<file path="config.mk">
export PLATFORM = sky130hd
export DESIGN_NAME = fetch_unit
export DESIGN_NICKNAME = d
export VERILOG_FILES = /design/src/rtl/fetch_unit.sv
export SDC_FILE = /design/constraint.sdc
export NUM_CORES = 1
export LEC_CHECK = 0
export CORE_MARGIN = 2
export CORE_UTILIZATION = 50
export DETAILED_ROUTE_END_ITERATION = 8
export PLACE_DENSITY_LB_ADDON = 0.15
export SETUP_SLACK_MARGIN = 0.5
export SLEW_MARGIN = 15
export SYNTH_ARGS = -nofsm -noshare
export SYNTH_HDL_FRONTEND = slang
export SYNTH_SLANG_ARGS = --single-unit
</file>
<file path="constraint.sdc">
create_clock -name clk -period 2.7 [get_ports clk]
set_input_delay 0.405 -clock clk [delete_from_list [all_inputs] [get_ports clk]]
set_output_delay 0.405 -clock clk [all_outputs]
set_load 0.02 [all_outputs]
</file>
<file path="src/rtl/fetch_unit.sv">
// Instruction fetch front-end: owns the fetch PC, keeps one imem request in flight, and queues words for decode.
// The optional alignment check (misalign_fault port, HALT state) is enabled by defining FETCH_ALIGN_CHECK_EN.
module fetch_unit #(
    parameter int DEPTH = 2
) (
    input  logic        clk,
    input  logic        reset,
    input  logic [31:0] initial_pc,
    input  logic        redirect_valid,
    input  logic [31:0] redirect_pc,
    output logic        imem_req,
    output logic [31:0] imem_addr,
    input  logic        imem_ack,
    input  logic [31:0] imem_rdata,
    output logic        instr_valid,
    output logic [31:0] instr,
    output logic [31:0] instr_pc,
    input  logic        instr_ready
`ifdef FETCH_ALIGN_CHECK_EN
    ,
    output logic        misalign_fault
`endif
);

    localparam int CW = $clog2(DEPTH + 1);
    localparam logic [CW-1:0] DEPTH_C = CW'(DEPTH);

`ifdef FETCH_ALIGN_CHECK_EN
    typedef enum logic [1:0] {S_IDLE = 2'd0, S_REQ = 2'd1, S_DRAIN = 2'd2, S_HALT = 2'd3} state_e;
`else
    typedef enum logic [1:0] {S_IDLE = 2'd0, S_REQ = 2'd1, S_DRAIN = 2'd2} state_e;
`endif

    state_e          state_q, state_d;
    logic [31:0]     fetch_pc_q, fetch_pc_d;
    logic [31:0]     pend_pc_q, pend_pc_d;
    logic            req_q;
    logic [CW-1:0]   cnt_q, cnt_d;
    logic [DEPTH-1:0] valid_q, valid_d;
    logic [31:0]     data_q [DEPTH];
    logic [31:0]     data_d [DEPTH];
    logic [31:0]     pcs_q  [DEPTH];
    logic [31:0]     pcs_d  [DEPTH];

    logic            pop_s;
    logic            push_s;
    logic            flush_s;
    logic [CW-1:0]   cnt_pop_s;
    logic [31:0]     redir_pc_s;

`ifdef FETCH_ALIGN_CHECK_EN
    logic            fault_q, fault_d;
    logic            halt_pend_q, halt_pend_d;
    logic            bad_s;

    assign bad_s          = redirect_valid & (redirect_pc[1:0] != 2'b00);
    assign misalign_fault = fault_q;
`endif

    assign pop_s      = valid_q[0] & instr_ready;
    assign cnt_pop_s  = cnt_q - CW'(pop_s);
    assign redir_pc_s = redirect_pc & 32'hFFFF_FFFC;

    assign imem_req    = req_q;
    assign imem_addr   = fetch_pc_q;
    assign instr_valid = valid_q[0];
    assign instr       = data_q[0];
    assign instr_pc    = pcs_q[0];

    // Fetch control: PC sequencing, redirect handling and request lifetime.
    always_comb begin
        state_d    = state_q;
        fetch_pc_d = fetch_pc_q;
        pend_pc_d  = pend_pc_q;
        push_s     = 1'b0;
        flush_s    = redirect_valid;
        case (state_q)
            S_IDLE: begin
                if (redirect_valid) begin
                    fetch_pc_d = redir_pc_s;
                    state_d    = S_REQ;
                end else if (cnt_pop_s < DEPTH_C) begin
                    state_d = S_REQ;
                end else begin
                    state_d = S_IDLE;
                end
            end
            S_REQ: begin
                if (redirect_valid) begin
                    if (imem_ack) begin
                        fetch_pc_d = redir_pc_s;
                        state_d    = S_REQ;
                    end else begin
                        // Old request still in flight: park the new PC until its ack drains.
                        pend_pc_d = redir_pc_s;
                        state_d   = S_DRAIN;
                    end
                end else if (imem_ack) begin
                    push_s     = 1'b1;
                    fetch_pc_d = fetch_pc_q + 32'd4;
                    state_d    = ((cnt_pop_s + CW'(1)) < DEPTH_C) ? S_REQ : S_IDLE;
                end else begin
                    state_d = S_REQ;
                end
            end
            S_DRAIN: begin
                if (imem_ack) begin
                    fetch_pc_d = redirect_valid ? redir_pc_s : pend_pc_q;
                    state_d    = S_REQ;
                end else begin
                    pend_pc_d = redirect_valid ? redir_pc_s : pend_pc_q;
                    state_d   = S_DRAIN;
                end
            end
`ifdef FETCH_ALIGN_CHECK_EN
            S_HALT: begin
                state_d = S_HALT;
                flush_s = 1'b1;
            end
`endif
            default: begin
                state_d = S_IDLE;
            end
        endcase
`ifdef FETCH_ALIGN_CHECK_EN
        halt_pend_d = halt_pend_q | bad_s;
        fault_d     = fault_q | bad_s;
        state_d     = (halt_pend_d && (state_d != S_DRAIN)) ? S_HALT : state_d;
`endif
    end

    // Shift-register FIFO: entry 0 is the head so the decode outputs come straight from flops.
    always_comb begin
        valid_d = valid_q;
        data_d  = data_q;
        pcs_d   = pcs_q;
        cnt_d   = cnt_q;
        if (flush_s) begin
            valid_d = '0;
            cnt_d   = '0;
        end else begin
            for (int i = 0; i < DEPTH - 1; i++) begin
                valid_d[i] = pop_s ? valid_q[i + 1] : valid_q[i];
                data_d[i]  = pop_s ? data_q[i + 1]  : data_q[i];
                pcs_d[i]   = pop_s ? pcs_q[i + 1]   : pcs_q[i];
            end
            valid_d[DEPTH-1] = pop_s ? 1'b0 : valid_q[DEPTH-1];
            for (int i = 0; i < DEPTH; i++) begin
                valid_d[i] = (push_s && (CW'(i) == cnt_pop_s)) ? 1'b1       : valid_d[i];
                data_d[i]  = (push_s && (CW'(i) == cnt_pop_s)) ? imem_rdata : data_d[i];
                pcs_d[i]   = (push_s && (CW'(i) == cnt_pop_s)) ? fetch_pc_q : pcs_d[i];
            end
            cnt_d = cnt_pop_s + CW'(push_s);
        end
    end

    // State, PC and FIFO registers with synchronous reset.
    always_ff @(posedge clk) begin
        if (reset) begin
            state_q    <= S_IDLE;
            fetch_pc_q <= initial_pc;
            pend_pc_q  <= 32'd0;
            req_q      <= 1'b0;
            cnt_q      <= '0;
            valid_q    <= '0;
            data_q     <= '{default: 32'd0};
            pcs_q      <= '{default: 32'd0};
`ifdef FETCH_ALIGN_CHECK_EN
            fault_q     <= 1'b0;
            halt_pend_q <= 1'b0;
`endif
        end else begin
            state_q    <= state_d;
            fetch_pc_q <= fetch_pc_d;
            pend_pc_q  <= pend_pc_d;
            req_q      <= (state_d == S_REQ) || (state_d == S_DRAIN);
            cnt_q      <= cnt_d;
            valid_q    <= valid_d;
            data_q     <= data_d;
            pcs_q      <= pcs_d;
`ifdef FETCH_ALIGN_CHECK_EN
            fault_q     <= fault_d;
            halt_pend_q <= halt_pend_d;
`endif
        end
    end

endmodule

</file>
==> flow_summary.toml <==
[routing]
wl_per_cell_um = 16.7
dr_total_vias = 8700
drtIter0Drc = 649
first_pass_iters = 5
vias_per_cell = 5.48
drc = 0
postRouteAntennaNets = 0
totalWireLength_mm = 26.6

[finish]
layout.nets = 1415
fillCellCount = 1688
drive_gt1_share_pct = 14.4
syn2layout_area_growth_pct = 28.4
n_antenna_cell = 0
multi_input_area_sq_mm = 0.00496
seq_area_sq_mm = 0.00431
final_cells = 1588

[sta]
worst_pin_slew_ps = 770
fin_crit_sh_pct = 78.5
rsz0062_at_grt = "true"
finalSetupTns_ps = 0
slew_viol_final = 0
fmax_ghz = 0.472
fin_crit_ps = 2120
skew_ps = 12.3
max_slew_margin_pct = 48.6
final_hold_viol_count = 0
setup_viol = 0

[floorplanning]
io_pins = 199
fp.coreArea_sq_mm = 0.0201
fp.dieH_um = 147
floorplan.die_area_sq_mm = 0.0215
core.rowCount = 52
die_w_um = 147
start_util_pct = 50.6

[clock_tree]
cts_tree = "done"
cts_root_buf = "clkbuf_16"
cts.sinks = 199
clk_pin_slew_worst_paths_ps = 70
insertion_delay_ps = 430
h-tree-depth = 4
cts_buffer_depth = 2
cts_buffers = 17

[yosys]
synth_top_area_cell = "dfxtp_1"
synth.most_common_cell = "nand2_1"
synth_commonest_cells = "nand2_1, dfxtp_1, a21oi_1"
ys_types = 61
postSynthCellCount = 1176
synth_area_sq_mm = 0.0102
syn-num-nets = 1286
ys_warn_count = 0
ys_ff_latch = 199
synth_edf_count = 32
synth_area_per_cell_sq_um = 8.65
synth.area.top_cells = "dfxtp_1, edfxtp_1, nand2_1"
synthArstFlopShare_pct = 0
synth_top_area_share_pct = 32.9
synth_seq_area_share_pct = 42.3
ys.flop_type = "dfxtp_1"

[critical_path]
critPathKind = "reg -> reg"
cp_max_fo = 7
arrival_ps = 2460
crit_path_end_kind = "flip-flop"
critPathRequiredTime_ps = 3040
critPathLaunchType = "flip-flop"

[global_routing]
grt.total_usage_pct = 24.0
antenna_found_initial = 0
grt_max_degree = 98
grt_pass1_wl_mm = 41.6
grt_overflow = 0
grt_pass1_vias = 7888

[flow_run]
cap_violations = 0

[power_and_ir_drop]
p_leak_uw = 0.00475
vdd_drop_max_v = 0.000420
power_density_mw_per_mm2 = 566

[status]
status = "finished, final reports clean"

[place]
dp_cells = 1531
place.gp.congestion = 0.831
hpwl_mm = 17.9
io_buffers = 196

[min_path]
hold_class = "in -> reg"
-- final cells by class --
cell class / instances / share of cell area [%]
Multi-Input combinational cell: 804 / 38.0
Tap cell: 270 / 2.59
Inverter: 14 / 0.403
Clock buffer: 19 / 3.39
Clock inverter: 13 / 1.20
Sequential cell: 199 / 33.0
Timing Repair Buffer: 269 / 21.5
-- final timing paths --
| check | startpoint | to | slack [ps] | depth (start not counted) |
|---|---|---|---|---|
| min reg2reg | data_q[2] | data_q[2] | 450 | 2 |
| min | instr_ready | valid_q[0] | 400 | 4 |
| max reg2reg | valid_q[0] | instr_pc[30] | 580 | 11 |
| max | valid_q[0] | instr_pc[30] | 580 | 11 |
-- metrics by stage --
| stage | total power, uW | instance area (sq um) | setup WS (ps) | hold slack, ps | util [%] |
|---|---|---|---|---|---|
| 2_1_floorplan | 4160 | 10200 | 555 | 434 | - |
| 3_3_place_gp | 4770 | 12100 | 6.61 | 440 | 60.3 |
| 3_5_place_dp | 4780 | 12100 | -38.1 | 446 | 60.3 |
| 4_1_cts | 7370 | 12800 | 497 | 456 | 63.5 |
| 5_1_grt | 7670 | 13100 | 455 | 418 | 64.9 |
| 6_report | 7390 | 13100 | 581 | 396 | 64.9 |
-- cells in the final DEF (no fill, tap or decap), types with 8 or more instances in the layout --
cell             count
a221oi_1             9
a211oi_2            52
nor4_1              10
nor2_1              95
clkbuf_16           20
o21ai_1              8
inv_1               14
nand2_1            221
buf_4               51
a21oi_1            133
buf_12              16
edfxtp_1            32
clkdlybuf4s50_1    194
nor3_1               9
nand3_1             11
mux2i_1             61
o21ai_0             31
mux2_2               9
o31a_1               9
a211oi_1            14
nand4_1             12
xor2_1               8
dfxtp_1            166
xnor2_1              8
-- flip-flops by register name, indices dropped and copies added, names as in the netlist --
register,cells
pend_pc_q,32
cnt_q,2
valid_q,2
state_q,2
instr_pc,32
pcs_q,32
data_q,32
instr,32
imem_req,1
imem_addr,32
-- worst max-delay path, stage by stage, from the launching register on --
cell	delay, ps
dfxtp_2	330
nand2_2	80
inv_1	60
ha_4	170
xnor2_4	190
ha_4	160
nand3_4	100
a21oi_4	320
buf_6	150
bufbuf_16	250
nor2_1	40
a211oi_1	190
-- power breakdown --
| part | leakage, uW | internal, uW | switching (uW) |
|---|---|---|---|
| Combinational | 0.00278 | 680 | 781 |
| Clock | 0.000289 | 1420 | 1180 |
| Sequential | 0.00168 | 3170 | 153 |
| Total | 0.00475 | 5280 | 2110 |
-- what timing repair did --
| action | 4_1_cts | 5_1_grt |
|---|---|---|
| pin swaps | 4 | 6 |
| gates resized for setup | 4 | 14 |
| gates cloned | 1 | 3 |
| hold buffers | 0 | 0 |
| setup endpoints to repair | 63 | 91 |
| setup buffers | 2 | 19 |
-- per-layer routing --
metal	part of all wire (%)	GRT usage (%)
met2	47	38.2
met3	6.1	4.66
met5	0	0
met1	46	33.6
met4	1.4	6.50
-- cell families after synthesis --
logic type               count (synthesis)  share of synthesized area, %
adder cells (fa/ha/maj)                  9                          1.11
flip-flops                             199                          42.3
multiplexers                            70                          7.00
buffers and inverters                  173                          9.87
XOR/XNOR                                17                          1.46
AO/OA/AOI/OAI                          301                          20.8
AND/OR/NAND/NOR                        407                          17.4
Power figures use the tool's default switching activity.
